==> src/rtl/fetch_unit_if.sv <==
// Purpose: bundles the fetch stage's memory, redirect and decode-side signals.
// Latency: none (wiring only).
// Backpressure: outReady from decode; master = fetch unit, slave = its environment.
// Ports: imem_en/imem_addr/imem_rdata (instruction memory), PCSrc/branchTarget/
//        Jump/jumpTarget (execute redirects), outValid/outReady/outInstruction/
//        outPC4 (decode handshake).
interface fetch_unit_if;
  logic        imem_en;
  logic [15:0] imem_addr;
  logic [15:0] imem_rdata;
  logic        PCSrc;
  logic [15:0] branchTarget;
  logic        Jump;
  logic [15:0] jumpTarget;
  logic        outValid;
  logic        outReady;
  logic [15:0] outInstruction;
  logic [15:0] outPC4;

  modport master (
    output imem_en, imem_addr, outValid, outInstruction, outPC4,
    input  imem_rdata, PCSrc, branchTarget, Jump, jumpTarget, outReady
  );

  modport slave (
    input  imem_en, imem_addr, outValid, outInstruction, outPC4,
    output imem_rdata, PCSrc, branchTarget, Jump, jumpTarget, outReady
  );
endinterface

==> src/rtl/fetch_unit.sv <==
// Purpose: instruction fetch; owns the PC, reads a synchronous imem, buffers returns.
// Latency: issue in cycle t -> data in t+1 -> outValid in t+2; 1 instr/cycle sustained.
// Backpressure: outReady low holds the head; issue stalls once buffer + inflight fill.
// Ports: clock (rising edge), reset (async active-low), bus (fetch_unit_if.master).
module fetch_unit #(
  parameter logic [15:0] RESET_PC = 16'h0000,
  parameter logic [15:0] PC_INC   = 16'd2,
  parameter int          DEPTH    = 2
) (
  input  logic          clock,
  input  logic          reset,
  fetch_unit_if.master  bus
);

  localparam int PW = (DEPTH > 1) ? $clog2(DEPTH) : 1;
  localparam int CW = $clog2(DEPTH + 1);

  logic [15:0]   r_pc;
  logic [CW-1:0] r_cnt;
  logic          r_inflight;
  logic          r_epoch;
  logic          r_tag_epoch;
  logic [15:0]   r_tag_addr;
  logic [15:0]   r_buf_instr [DEPTH];
  logic [15:0]   r_buf_pc4   [DEPTH];
  logic [PW-1:0] r_head;
  logic [PW-1:0] r_tail;

  logic          w_redirect;
  logic [15:0]   w_target;
  logic          w_out_vld;
  logic          w_pop;
  logic [CW:0]   w_occ;
  logic          w_issue;
  logic          w_ret;

  function automatic logic [PW-1:0] ptr_inc(input logic [PW-1:0] p);
    return (p == PW'(DEPTH - 1)) ? '0 : p + PW'(1);
  endfunction

  assign w_redirect = bus.PCSrc | bus.Jump;
  assign w_target   = bus.Jump ? bus.jumpTarget : bus.branchTarget;
  assign w_out_vld  = (r_cnt != '0) & ~w_redirect;
  assign w_pop      = w_out_vld & bus.outReady;

  // Occupancy seen by a new request: buffered + the return still on its way,
  // minus the slot freed by this cycle's pop. Counting inflight here is what
  // guarantees a return always finds a free slot.
  assign w_occ   = {1'b0, r_cnt} + {{CW{1'b0}}, r_inflight} - {{CW{1'b0}}, w_pop};
  // Gated by reset so the memory sees no strobe while reset is held.
  assign w_issue = reset & ~w_redirect & (w_occ < (CW+1)'(DEPTH));

  // A return is kept only if it was issued in the current epoch; a redirect in
  // the same cycle wins because the buffer is being cleared.
  assign w_ret = r_inflight & (r_tag_epoch == r_epoch) & ~w_redirect;

  assign bus.imem_en        = w_issue;
  assign bus.imem_addr      = r_pc;
  assign bus.outValid       = w_out_vld;
  assign bus.outInstruction = r_buf_instr[r_head];
  assign bus.outPC4         = r_buf_pc4[r_head];

  always_ff @(posedge clock or negedge reset) begin
    if (!reset) begin
      r_pc        <= RESET_PC;
      r_cnt       <= '0;
      r_inflight  <= 1'b0;
      r_epoch     <= 1'b0;
      r_tag_epoch <= 1'b0;
      r_tag_addr  <= '0;
      r_head      <= '0;
      r_tail      <= '0;
      for (int i = 0; i < DEPTH; i++) begin
        r_buf_instr[i] <= '0;
        r_buf_pc4[i]   <= '0;
      end
    end else begin
      r_inflight <= w_issue;
      if (w_issue) begin
        r_tag_addr  <= r_pc;
        r_tag_epoch <= r_epoch;
      end

      if (w_redirect) begin
        r_pc    <= w_target;
        r_cnt   <= '0;
        // Empty the buffer without moving the head so the output data holds.
        r_tail  <= r_head;
        r_epoch <= ~r_epoch;
      end else begin
        if (w_issue) begin
          r_pc <= r_pc + PC_INC;
        end
        if (w_ret) begin
          r_buf_instr[r_tail] <= bus.imem_rdata;
          r_buf_pc4[r_tail]   <= r_tag_addr + PC_INC;
          r_tail              <= ptr_inc(r_tail);
        end
        if (w_pop) begin
          r_head <= ptr_inc(r_head);
        end
        case ({w_ret, w_pop})
          2'b10:   r_cnt <= r_cnt + CW'(1);
          2'b01:   r_cnt <= r_cnt - CW'(1);
          default: r_cnt <= r_cnt;
        endcase
      end
    end
  end

endmodule

==> src/flat_wrapper.sv <==
// flat-port wrapper written by rule: the top's interface ports become plain ports
module fetch_unit_flat 
#(
  parameter logic [15:0] RESET_PC = 16'h0000,
  parameter logic [15:0] PC_INC   = 16'd2,
  parameter int          DEPTH    = 2
)
  (clock, reset, bus_imem_en, bus_imem_addr, bus_outValid, bus_outInstruction, bus_outPC4, bus_imem_rdata, bus_PCSrc, bus_branchTarget, bus_Jump, bus_jumpTarget, bus_outReady);
  fetch_unit_if bus_i ();
  input  logic clock;
  input  logic reset;
  output wire logic [$bits(bus_i.imem_en)-1:0] bus_imem_en;
  output wire logic [$bits(bus_i.imem_addr)-1:0] bus_imem_addr;
  output wire logic [$bits(bus_i.outValid)-1:0] bus_outValid;
  output wire logic [$bits(bus_i.outInstruction)-1:0] bus_outInstruction;
  output wire logic [$bits(bus_i.outPC4)-1:0] bus_outPC4;
  input wire logic [$bits(bus_i.imem_rdata)-1:0] bus_imem_rdata;
  input wire logic [$bits(bus_i.PCSrc)-1:0] bus_PCSrc;
  input wire logic [$bits(bus_i.branchTarget)-1:0] bus_branchTarget;
  input wire logic [$bits(bus_i.Jump)-1:0] bus_Jump;
  input wire logic [$bits(bus_i.jumpTarget)-1:0] bus_jumpTarget;
  input wire logic [$bits(bus_i.outReady)-1:0] bus_outReady;
  assign bus_imem_en = bus_i.imem_en;
  assign bus_imem_addr = bus_i.imem_addr;
  assign bus_outValid = bus_i.outValid;
  assign bus_outInstruction = bus_i.outInstruction;
  assign bus_outPC4 = bus_i.outPC4;
  assign bus_i.imem_rdata = bus_imem_rdata;
  assign bus_i.PCSrc = bus_PCSrc;
  assign bus_i.branchTarget = bus_branchTarget;
  assign bus_i.Jump = bus_Jump;
  assign bus_i.jumpTarget = bus_jumpTarget;
  assign bus_i.outReady = bus_outReady;
  fetch_unit #(.RESET_PC(RESET_PC), .PC_INC(PC_INC), .DEPTH(DEPTH)) u_core (.clock(clock), .reset(reset), .bus(bus_i));
endmodule
==> config.mk <==
export PLATFORM = sky130hd
export DESIGN_NAME = fetch_unit_flat
export DESIGN_NICKNAME = d
export VERILOG_FILES = /design/src/rtl/fetch_unit_if.sv /design/src/rtl/fetch_unit.sv /design/src/flat_wrapper.sv
export SDC_FILE = /design/constraint.sdc
export NUM_CORES = 1
export LEC_CHECK = 0
export ABC_AREA = 1
export CAP_MARGIN = 20
export CORE_UTILIZATION = 40
export CTS_CLUSTER_SIZE = 8
export DETAILED_ROUTE_END_ITERATION = 12
export GPL_TIMING_DRIVEN = 0
export PLACE_DENSITY = 0.65
export SLEW_MARGIN = 30
export SYNTH_ARGS = -nofsm -noshare
export SYNTH_HDL_FRONTEND = slang
export SYNTH_SLANG_ARGS = --single-unit
==> constraint.sdc <==
create_clock -name clock -period 5.9 [get_ports clock]
set_input_delay 1.77 -clock clock [delete_from_list [all_inputs] [get_ports clock]]
set_output_delay 1.77 -clock clock [all_outputs]
set_load 0.1 [all_outputs]
### Word level (Yosys, flattened, before mapping)

Cells that the tools add are included.
W data, S select, Z words.

| storage, ports and cells | value |
|---|---|
| register bits | 103 |
| input bits | 53 |
| output and inout port bits | 50 |
| logic and storage cells | 64 |

| cells by class | value |
|---|---|
| add/subtract/negate cells | 8 |
| order comparisons | 4 |
| equal/unequal tests | 3 |
| muxes and demuxes | 19 |
| bitwise logic cells | 11 |
| reduce and logical (&&, ||, !) cells | 7 |

Operators with widths:

| cell | count |
|---|---|
| $mux W16 | 10 |
| $bwmux W32 | 2 |
| $add A16 B2 Y16 const B | 2 |
| $demux W16 S1 | 1 |
| $and A1 B1 Y1 | 6 |
| $reduce_bool A2 Y1 | 3 |
| $ge A2 B2 Y1 const B | 2 |
| $mux W1 | 4 |
| $not A1 Y2 | 2 |
| $pmux W2 S2 | 1 |
| $reduce_and A2 Y1 | 2 |
| $add A2 B1 Y3 | 1 |
| $lt A3 B2 Y1 const B | 1 |
| $reduce_bool A3 Y1 | 1 |
| $sub A3 B1 Y3 | 1 |
| $add A1 B1 Y1 const B | 2 |
| $add A2 B1 Y2 const B | 1 |
| $eq A2 B1 Y1 const B | 1 |
| $eq A2 B2 Y1 const B | 1 |
| $lt A2 B1 Y1 const B | 1 |
| $mux W2 | 1 |
| $not A1 Y1 | 2 |
| $sub A2 B1 Y2 const B | 1 |
| $eq A1 B1 Y1 | 1 |
| 2 further kinds | 2 |

### Depth between registers and ports, before layout

Gate-level depths: netlist of the first run.

| logic depth | value |
|---|---|
| depth after elaboration | 9 |
| mapped depth | 18 |
| gate-level depth less buffers | 16 |

### Worst setup path after synthesis of the first run

Ideal clock, no wire load.

| timing path | value |
|---|---|
| path kind | input-to-output |
| start | input port bus_Jump |
| end | output port bus_imem_en |
| arrival time | 5817 ps |
| required time | 4130 ps |
| setup slack | -1687 ps |
| stages | 15 |
| path buffers | 2 |
| path through | buf_6 > inv_4 > nand2_4 > a21oi_1 > nand2_1 > inv_1 > ha_1 > inv_1 > nand2_1 > fa_1 > nand2_1 > nor2_1 > nand2_1 > buf_2 > inv_1 |

| between the ends | value |
|---|---|
| word-level cells in the longest chain between the ends | 7 |
| elaborated cells between the ends (all ways) | 8 |
| classes of those cells | add/sub: 1; order compare: 1; bitwise: 6 |

Ends and longest elaborated chain:

| item | RTL line | RTL |
|---|---|---|
| start, declared | flat_wrapper.sv:20 | `input wire logic [$bits(bus_i.Jump)-1:0] bus_Jump;` |
| $or A1 B1 Y1 | fetch_unit.sv:41 | `assign w_redirect = bus.PCSrc \| bus.Jump;` |
| $not A1 Y1 (no source line) | - |  |
| $and A1 B1 Y1 | fetch_unit.sv:43 | `assign w_out_vld = (r_cnt != '0) & ~w_redirect;` |
| named net bus_outValid | flat_wrapper.sv:14 | `output wire logic [$bits(bus_i.outValid)-1:0] bus_outValid;` |
| $and A1 B1 Y1 | fetch_unit.sv:44 | `assign w_pop = w_out_vld & bus.outReady;` |
| $sub A3 B1 Y3 | fetch_unit.sv:49 | `assign w_occ = {1'b0, r_cnt} + {{CW{1'b0}}, r_inflight} - {{CW{1'b0}}, w_pop};` |
| $lt A3 B2 Y1 | fetch_unit.sv:51 | `assign w_issue = reset & ~w_redirect & (w_occ < (CW+1)'(DEPTH));` |
| $and A1 B1 Y1 | fetch_unit.sv:51 |  |
| end, declared | flat_wrapper.sv:12 | `output wire logic [$bits(bus_i.imem_en)-1:0] bus_imem_en;` |

The timed path passes the listed nets, and every way through them passes these cells.

### Worst setup path after layout of the first run

| timing path | value |
|---|---|
| start | input port bus_PCSrc |
| end | output port bus_imem_en |

| between the ends | value |
|---|---|
| word-level cells in the longest chain between the ends | 7 |
| elaborated cells between the ends (all ways) | 8 |
| classes of those cells | add/sub: 1; order compare: 1; bitwise: 6 |

Ends and longest elaborated chain:

| item | RTL line | RTL |
|---|---|---|
| start, declared | flat_wrapper.sv:18 | `input wire logic [$bits(bus_i.PCSrc)-1:0] bus_PCSrc;` |
| $or A1 B1 Y1 * | fetch_unit.sv:41 |  |
| $not A1 Y1 (no source line) * | - |  |
| $and A1 B1 Y1 | fetch_unit.sv:43 |  |
| $and A1 B1 Y1 | fetch_unit.sv:44 |  |
| $sub A3 B1 Y3 | fetch_unit.sv:49 |  |
| $lt A3 B2 Y1 | fetch_unit.sv:51 |  |
| $and A1 B1 Y1 * | fetch_unit.sv:51 |  |

Mark *: on every way between the ends. The rest lies on a longest branch, timed or not.

==> impl_table.tex, run 1 <==
\begin{tabular}{lr}
\hline
Metric & Value \\
\hline
\multicolumn{2}{l}{\textbf{Die}} \\
Area of the core & 13,200 um2 \\
Die outline width & 119 um \\
DIE AREA & 14,100 um2 \\
IO Pins & 103 \\
Height of the die & 119 um \\
Row count & 42 \\
Initial core utilization & 0.411 \\
\multicolumn{2}{l}{\textbf{Global routing}} \\
Pin count of the biggest net entering global routing & 70 \\
Number of antenna violations at the first check in global routing & 0 \\
All-Layer GR Usage & 0.213 \\
Via count of the first global-routing pass & 4,760 \\
Wire length of the first global-routing pass & 23.8 mm \\
Grt ovf & 0 \\
\multicolumn{2}{l}{\textbf{Placement}} \\
Number of I/O port buffers & 101 \\
Placed instance area & 6770 um2 \\
Post-DP HPWL & 10.2 mm \\
Last weighted congestion value of the routability-driven placer & 0.873 \\
Placed cell count & 982 \\
\multicolumn{2}{l}{\textbf{Route}} \\
Sum of routed wire length over all layers & 14.0 mm \\
Detailed-route wire length per cell & 14.0 um \\
Total vias in the final route & 4,894 \\
Vias per cell & 4.88 \\
Initial detailed-routing violation count & 298 \\
Pre-Repair DR Iteration Count & 4 \\
Final routed DRC violation total & 0 \\
Antenna violation net count after detailed routing & 0 \\
\multicolumn{2}{l}{\textbf{Yosys}} \\
Area of the mapped netlist & 5450 um2 \\
Yosys cell types & 31 \\
Portion of synthesized cell area occupied by the leading cell type & 0.473 \\
Post-Synthesis Net Count & 762 \\
Post-synth ARST share & 1.00 \\
Largest area contributor in the synthesized netlist & sky130\_fd\_sc\_hd\_\_dfrtp\_1 \\
Post-Syn Instances & 704 \\
Number of synthesized flops with an enable pin & 0 \\
Total number of yosys warnings & 0 \\
Number of storage elements in the synthesis netlist & 103 \\
Leading cell types by total area after synthesis & sky130\_fd\_sc\_hd\_\_dfrtp\_1 (47\%), sky130\_fd\_sc\_hd\_\_nand2\_1 (19\%), sky130\_fd\_sc\_hd\_\_o21ai\_2 (5.6\%) \\
Average size of a mapped cell & 7.73 um2 \\
Portion of the post-synthesis area used by sequential elements & 0.473 \\
Most used DFF post-synth & sky130\_fd\_sc\_hd\_\_dfrtp\_1 \\
\multicolumn{2}{l}{\textbf{CTS}} \\
Num CTS Buffers & 9 \\
Clock root buffer & sky130\_fd\_sc\_hd\_\_clkbuf\_16 \\
Hold-fix buffers, CTS & 0 \\
Clock tree from TritonCTS & done \\
Maximum number of buffers from clock root to sink & 2 \\
Clock transition at the registers of the reported paths & 60 ps \\
CTS H-tree depth & 3 \\
Clock Latency Late Sink & 360 ps \\
Number of clock sinks seen by CTS & 103 \\
\multicolumn{2}{l}{\textbf{STA}} \\
Slew at the pin with the worst max-slew slack & 993 ps \\
Min Clock Period, post-route & 5770 ps \\
Number of hold-slack violations in the final timing report & 0 \\
Setup repair after global routing missed its margin & no \\
Worst-case clock skew & 11.4 ps \\
Final critical-path share of the clock period & 0.979 \\
Worst hold margin & 470 ps \\
Setup violation total in the final timing report & 0 \\
Worst slew margin & 0.336 \\
Fin. max-slew vios & 0 \\
Fmax & 173 MHz \\
\multicolumn{2}{l}{\textbf{Worst setup path}} \\
Critical path capture point type & primary output \\
Worst R2R Path Depth & 16 \\
Capture instance of the worst register-to-register path & u\_core.r\_tag\_addr[11]\$\_DFFE\_PN0P\_ \\
Worst setup path start & bus\_PCSrc \\
R2R setup slack & 3110 ps \\
Worst Path Class, Setup & input port to primary output \\
WP data arrival & 4000 ps \\
CP startpoint kind & input port \\
Critical path required time & 4130 ps \\
Critical register-to-register path startpoint & u\_core.r\_cnt[1]\$\_DFFE\_PN0P\_ \\
CP Max Fanout & 7 \\
Destination of the critical timing path & bus\_imem\_en \\
\multicolumn{2}{l}{\textbf{Finish}} \\
Number of fillers in the final layout & 1,286 \\
Sequential Area & 2580 um2 \\
Non-filler instance count after layout & 1,002 \\
Fin area & 7110 um2 \\
Area of combinational cells with multiple inputs & 2420 um2 \\
Layout cells sized above 1 & 0.119 \\
Synthesis-to-finish area growth & 30.7\% \\
Net count of the finished layout & 881 \\
Fraction of the core area covered by cells at the end of the flow & 0.537 \\
Number of antenna repair diodes & 0 \\
\multicolumn{2}{l}{\textbf{Worst hold path}} \\
Startpoint of the worst hold path & u\_core.r\_buf\_pc4[7]\$\_DFFE\_PN0P\_ \\
Type of the worst min-delay path & register to register \\
\multicolumn{2}{l}{\textbf{Power and ir drop}} \\
Areal power density over the cells & 450 nW/um2 \\
Maximum VDD drop & 234 uV \\
Switching fraction of total power & 0.496 \\
Cell leakage power & 3.50 nW \\
Seq pwr share & 0.316 \\
Share of total power in the clock network & 0.185 \\
Cell-internal power & 1.61 mW \\
Share of total power in combinational logic & 0.499 \\
Sw Pwr & 1.59 mW \\
\multicolumn{2}{l}{\textbf{Run}} \\
Max Cap Violations & 0 \\
\multicolumn{2}{l}{\textbf{Outcome}} \\
Outcome & completed \\
\hline
\end{tabular}
-- worst max-delay path, stage by stage --
cell	delay (ps)
sky130_fd_sc_hd__dlygate4sd2_1	250
sky130_fd_sc_hd__inv_2	100
sky130_fd_sc_hd__nand2_8	90
sky130_fd_sc_hd__a21oi_4	140
sky130_fd_sc_hd__nand2_2	80
sky130_fd_sc_hd__inv_2	80
sky130_fd_sc_hd__ha_4	190
sky130_fd_sc_hd__inv_2	50
sky130_fd_sc_hd__nand2_2	40
sky130_fd_sc_hd__fa_1	510
sky130_fd_sc_hd__nand2_1	60
sky130_fd_sc_hd__nor2_2	150
sky130_fd_sc_hd__nand2_2	90
sky130_fd_sc_hd__buf_8	140
sky130_fd_sc_hd__clkinvlp_4	80
sky130_fd_sc_hd__buf_12	170
-- layer usage --
layer,vias to the layer above,share of wire,routed length (um),GRT usage
li1,2457,-,-,-
met1,2263,0.46,6420,0.283
met2,155,0.47,6560,0.342
met3,19,0.053,740,0.0372
met4,0,0.023,320,0.0886
met5,-,0,0,0
-- kinds of logic after synthesis --
| family | count (synthesis) | share of synthesized area |
|---|---|---|
| compound gates | 110 | 0.127 |
| xor+xnor | 14 | 0.0225 |
| fa+ha+maj | 5 | 0.0129 |
| buf+inv | 105 | 0.0905 |
| flops | 103 | 0.473 |
| simple gates | 367 | 0.274 |
-- cell usage after synthesis (6+ instances only) --
master	number
sky130_fd_sc_hd__nand2_1	274
sky130_fd_sc_hd__dfrtp_1	103
sky130_fd_sc_hd__inv_1	70
sky130_fd_sc_hd__o21ai_0	48
sky130_fd_sc_hd__nor2_1	40
sky130_fd_sc_hd__o21ai_2	35
sky130_fd_sc_hd__nand3_1	30
sky130_fd_sc_hd__a21oi_1	14
sky130_fd_sc_hd__clkbuf_1	11
sky130_fd_sc_hd__nand4_1	10
sky130_fd_sc_hd__buf_6	9
sky130_fd_sc_hd__xor2_1	8
sky130_fd_sc_hd__buf_2	7
sky130_fd_sc_hd__nor3_1	7
sky130_fd_sc_hd__o21ai_1	7
sky130_fd_sc_hd__xnor2_1	6
-- placed cells by master, fill, tap and decap left out, types with 2 or more instances in the layout --
cell,n
sky130_fd_sc_hd__clkbuf_1,11
sky130_fd_sc_hd__nand2_1,271
sky130_fd_sc_hd__ha_1,3
sky130_fd_sc_hd__nand4_1,10
sky130_fd_sc_hd__clkdlybuf4s50_1,98
sky130_fd_sc_hd__clkinv_4,2
sky130_fd_sc_hd__dfrtp_1,103
sky130_fd_sc_hd__nor2_2,2
sky130_fd_sc_hd__xor2_1,8
sky130_fd_sc_hd__o21ai_0,48
sky130_fd_sc_hd__o21ai_2,35
sky130_fd_sc_hd__inv_1,66
sky130_fd_sc_hd__clkinvlp_4,2
sky130_fd_sc_hd__buf_2,6
sky130_fd_sc_hd__buf_6,9
sky130_fd_sc_hd__xnor2_1,6
sky130_fd_sc_hd__nor2_4,2
sky130_fd_sc_hd__nand3_1,30
sky130_fd_sc_hd__clkbuf_16,9
sky130_fd_sc_hd__o22ai_1,2
sky130_fd_sc_hd__nor3_1,7
sky130_fd_sc_hd__o21ai_1,7
sky130_fd_sc_hd__nor2_1,39
sky130_fd_sc_hd__buf_4,10
sky130_fd_sc_hd__a31oi_1,2
sky130_fd_sc_hd__nand2_2,4
sky130_fd_sc_hd__buf_12,2
sky130_fd_sc_hd__a21oi_1,13
sky130_fd_sc_hd__inv_2,5
-- metrics by stage --
| stage | worst slack, ps | setup TNS (ps) | power [mW] |
|---|---|---|---|
| 6_report | 127 | 0 | 3.20 |
| 3_3_place_gp | -3590 | -123710 | 2.60 |
| 5_1_grt | 13.6 | 0 | 3.36 |
| 2_1_floorplan | -230 | -230 | 2.22 |
| 4_1_cts | 150 | 0 | 3.22 |
| 3_5_place_dp | -1210 | -1210 | 2.62 |
-- registers in the layout, summed over array words and instances, names as in the netlist, 2 cells and up --
signal,cells
u_core.r_buf_pc4,32
u_core.r_cnt,2
u_core.r_buf_instr,32
u_core.bus.imem_addr,16
u_core.r_tag_addr,16
-- timing repair --
action	in CTS	in global routing
endpoints found under the setup margin	1	0
buffers inserted	6	0
gates resized for setup	14	0
-- power by group through the flow --
stage               clock network, mW  registers [mW]  logic, mW
floorplan                           0            1.10       1.12
global placement                    0            1.01       1.58
detailed placement                  0            1.02       1.60
CTS                             0.605            1.01       1.61
global route                    0.630            1.03       1.69
finish                          0.592            1.01       1.60
-- layout make-up --
class / instances / share of cell area
flip-flops and latches: 103 / 0.362
multi-input cells: 496 / 0.340
repair buffers: 108 / 0.154
inverters: 74 / 0.0413
plain buffers: 31 / 0.0318
clock buffers: 9 / 0.0317
well taps: 176 / 0.0310
clock inverters: 5 / 0.00844
-- how the worst min path moves through the flow --
stage / to / slack [ps] / cells after the start
finish: u_core.r_buf_pc4[7]$_DFFE_PN0P_ / 470 / 2
CTS: u_core.r_buf_pc4[7]$_DFFE_PN0P_ / 480 / 2
global route: u_core.r_buf_instr[24]$_DFFE_PN0P_ / 500 / 2
floorplan: u_core.r_buf_instr[14]$_DFFE_PN0P_ / 440 / 2
detailed placement: u_core.r_buf_pc4[7]$_DFFE_PN0P_ / 460 / 2
global placement: u_core.r_buf_pc4[7]$_DFFE_PN0P_ / 450 / 2
No activity file was read; power rests on OpenSTA's default activity.
==> run 2, diff against run 1 <==
--- a/config.mk
+++ b/config.mk
@@ -12,7 +12,7 @@
 export DETAILED_ROUTE_END_ITERATION = 12
 export GPL_TIMING_DRIVEN = 0
 export PLACE_DENSITY = 0.65
-export SLEW_MARGIN = 30
+export SLEW_MARGIN = 5
 export SYNTH_ARGS = -nofsm -noshare
 export SYNTH_HDL_FRONTEND = slang
 export SYNTH_SLANG_ARGS = --single-unit
==> run 2 against run 1 <==
Via count barely moved. Routed wire length barely moved. Count of clock-buffer cells in the layout rose by 1. Critical path type unchanged.
==> impl_table.tex, run 2 (synthesis gave the netlist of run 1 again) <==
\begin{tabular}{lr}
\hline
Metric & Value \\
\hline
\multicolumn{2}{l}{\textbf{Worst hold path}} \\
Worst hold path cell count & 2 \\
Type of the worst min-delay path & register to register \\
Startpoint of the worst hold path & u\_core.r\_buf\_pc4[7]\$\_DFFE\_PN0P\_ \\
Worst Hold Path EP & u\_core.r\_buf\_pc4[7]\$\_DFFE\_PN0P\_ \\
\multicolumn{2}{l}{\textbf{Power and ir drop}} \\
Areal power density over the cells & 452 nW/um2 \\
Switching fraction of total power & 0.496 \\
Cell leakage power & 3.51 nW \\
Sw Pwr & 1.60 mW \\
Cell-internal power & 1.62 mW \\
Share of total power in the clock network & 0.190 \\
Maximum VDD drop & 230 uV \\
Final Total Pwr & 3.22 mW \\
Seq pwr share & 0.314 \\
Share of total power in combinational logic & 0.496 \\
\multicolumn{2}{l}{\textbf{Finish}} \\
Non-filler instance count after layout & 1,004 \\
Leading cell type in the layout, fill and taps excluded & sky130\_fd\_sc\_hd\_\_nand2\_1 \\
Layout cells sized above 1 & 0.120 \\
Synthesis-to-finish area growth & 31.0\% \\
Most frequent cells in the layout & sky130\_fd\_sc\_hd\_\_nand2\_1 (271), sky130\_fd\_sc\_hd\_\_dfrtp\_1 (103), sky130\_fd\_sc\_hd\_\_clkdlybuf4s50\_1 (98) \\
Fin area & 7130 um2 \\
Sequential Area & 2580 um2 \\
Net count of the finished layout & 881 \\
Largest regs & u\_core.r\_buf\_instr: 32 flops, u\_core.r\_buf\_pc4: 32 flops \\
Area of combinational cells with multiple inputs & 2420 um2 \\
Number of fillers in the final layout & 1,272 \\
Number of antenna repair diodes & 0 \\
\multicolumn{2}{l}{\textbf{STA}} \\
Setup repair after global routing missed its margin & no \\
Fin. max-slew vios & 0 \\
Setup violation total in the final timing report & 0 \\
Worst slew margin & 0.330 \\
Final critical-path share of the clock period & 0.978 \\
Min Clock Period, post-route & 5770 ps \\
Fmax & 173 MHz \\
Final worst slack & 132 ps \\
Worst-case clock skew & 10.9 ps \\
Slew at the pin with the worst max-slew slack & 1000 ps \\
Number of hold-slack violations in the final timing report & 0 \\
\multicolumn{2}{l}{\textbf{Die}} \\
IO Pins & 103 \\
Area of the core & 13,200 um2 \\
DIE AREA & 14,100 um2 \\
Die outline width & 119 um \\
Height of the die & 119 um \\
Row count & 42 \\
Initial core utilization & 0.411 \\
\multicolumn{2}{l}{\textbf{Route}} \\
Detailed-route wire length per cell & 14.0 um \\
Sum of routed wire length over all layers & 14.0 mm \\
Pre-Repair DR Iteration Count & 5 \\
Vias per cell & 4.87 \\
Final routed DRC violation total & 0 \\
Total vias in the final route & 4,890 \\
Antenna violation net count after detailed routing & 0 \\
Initial detailed-routing violation count & 361 \\
\multicolumn{2}{l}{\textbf{Global routing}} \\
Wire length of the first global-routing pass & 24.0 mm \\
All-Layer GR Usage & 0.214 \\
Via count of the first global-routing pass & 4,788 \\
Grt ovf & 0 \\
Number of antenna violations at the first check in global routing & 0 \\
Pin count of the biggest net entering global routing & 69 \\
\multicolumn{2}{l}{\textbf{Placement}} \\
Placed cell count & 982 \\
Last weighted congestion value of the routability-driven placer & 0.873 \\
Placement-stage worst setup slack & -1220 ps \\
Number of I/O port buffers & 101 \\
Placed instance area & 6760 um2 \\
Post-DP HPWL & 10.2 mm \\
\multicolumn{2}{l}{\textbf{CTS}} \\
CTS H-tree depth & 3 \\
Clock Latency Late Sink & 340 ps \\
Maximum number of buffers from clock root to sink & 2 \\
Clock transition at the registers of the reported paths & 70 ps \\
Clock tree from TritonCTS & done \\
Number of clock sinks seen by CTS & 103 \\
Num CTS Buffers & 9 \\
Clock root buffer & sky130\_fd\_sc\_hd\_\_clkbuf\_16 \\
Hold-fix buffers, CTS & 0 \\
\multicolumn{2}{l}{\textbf{Worst setup path}} \\
Critical path capture point type & primary output \\
Worst R2R Path Depth & 16 \\
WP data arrival & 4000 ps \\
Critical path required time & 4130 ps \\
Critical register-to-register path startpoint & u\_core.r\_cnt[1]\$\_DFFE\_PN0P\_ \\
CP startpoint kind & input port \\
Worst Path Class, Setup & input port to primary output \\
Capture instance of the worst register-to-register path & u\_core.r\_tag\_addr[14]\$\_DFFE\_PN0P\_ \\
R2R setup slack & 3130 ps \\
CP Max Fanout & 7 \\
\multicolumn{2}{l}{\textbf{Outcome}} \\
Outcome & completed \\
\multicolumn{2}{l}{\textbf{Run}} \\
Max Cap Violations & 0 \\
\hline
\end{tabular}
[run 2: cell count changes in the layout (fill, tap and decap cells not counted), sizes merged]
cell      change
clkbuf        +1
clkinv        +1
clkinvlp      -1
inv           +1
[run 2: how the worst max path moves through the flow]
stage                     startpoint          end  slack, ps  cells past startpoint
after floorplan             bus_Jump  bus_imem_en       -230                     15
after global placement         reset  bus_imem_en      -3590                      7
after detailed placement   bus_PCSrc  bus_imem_en      -1220                     16
after CTS                  bus_PCSrc  bus_imem_en        140                     16
after global routing       bus_PCSrc  bus_imem_en         20                     16
final                      bus_PCSrc  bus_imem_en        130                     16
[run 2: routing by layer]
layer	track usage	wire length (um)	up-vias
met4	0.0680	242	0
li1	-	-	2456
met2	0.341	6500	138
met3	0.0372	702	16
met5	0	0	-
met1	0.294	6580	2280
[run 2: repair_timing]
item | in CTS | in global routing
setup endpoints to repair | 1 | 1
setup buffers | 6 | 0
resized for setup | 14 | 0
pin swaps | 3 | 1
[run 2: final cells by class]
cell class                      count  share of cell area
Buffer                             31              0.0318
Inverter                           74              0.0412
Timing Repair Buffer              108               0.153
Clock buffer                       10              0.0321
Multi-Input combinational cell    496               0.339
Clock inverter                      6              0.0107
Tap cell                          176              0.0309
Sequential cell                   103               0.361
[run 2: critical path, stage by stage]
cell and delay, ps:
sky130_fd_sc_hd__dlygate4sd2_1 250, sky130_fd_sc_hd__inv_2 100, sky130_fd_sc_hd__nand2_8 90, sky130_fd_sc_hd__a21oi_4 140, sky130_fd_sc_hd__nand2_2 70, sky130_fd_sc_hd__inv_2 70, sky130_fd_sc_hd__ha_4 190, sky130_fd_sc_hd__inv_2 50
sky130_fd_sc_hd__nand2_2 40, sky130_fd_sc_hd__fa_1 510, sky130_fd_sc_hd__nand2_1 60, sky130_fd_sc_hd__nor2_2 140, sky130_fd_sc_hd__nand2_2 100, sky130_fd_sc_hd__buf_8 150, sky130_fd_sc_hd__clkinvlp_4 80, sky130_fd_sc_hd__buf_12 170
[run 2: power by group through the flow]
stage,clock (mW),sequential [mW],combinational [mW]
5_1_grt,0.655,1.03,1.69
3_3_place_gp,0,1.01,1.58
3_5_place_dp,0,1.02,1.60
6_report,0.612,1.01,1.60
2_1_floorplan,0,1.10,1.12
4_1_cts,0.625,1.01,1.61
[run 2: per-stage QoR]
stage / TNS (ps) / util / hold slack (ps)
3_5_place_dp: -1220 / 0.511 / 459
5_1_grt: 0 / 0.538 / 501
4_1_cts: 0 / 0.538 / 476
3_3_place_gp: -123710 / 0.509 / 454
2_1_floorplan: -230 / - / 442
6_report: 0 / 0.538 / 474
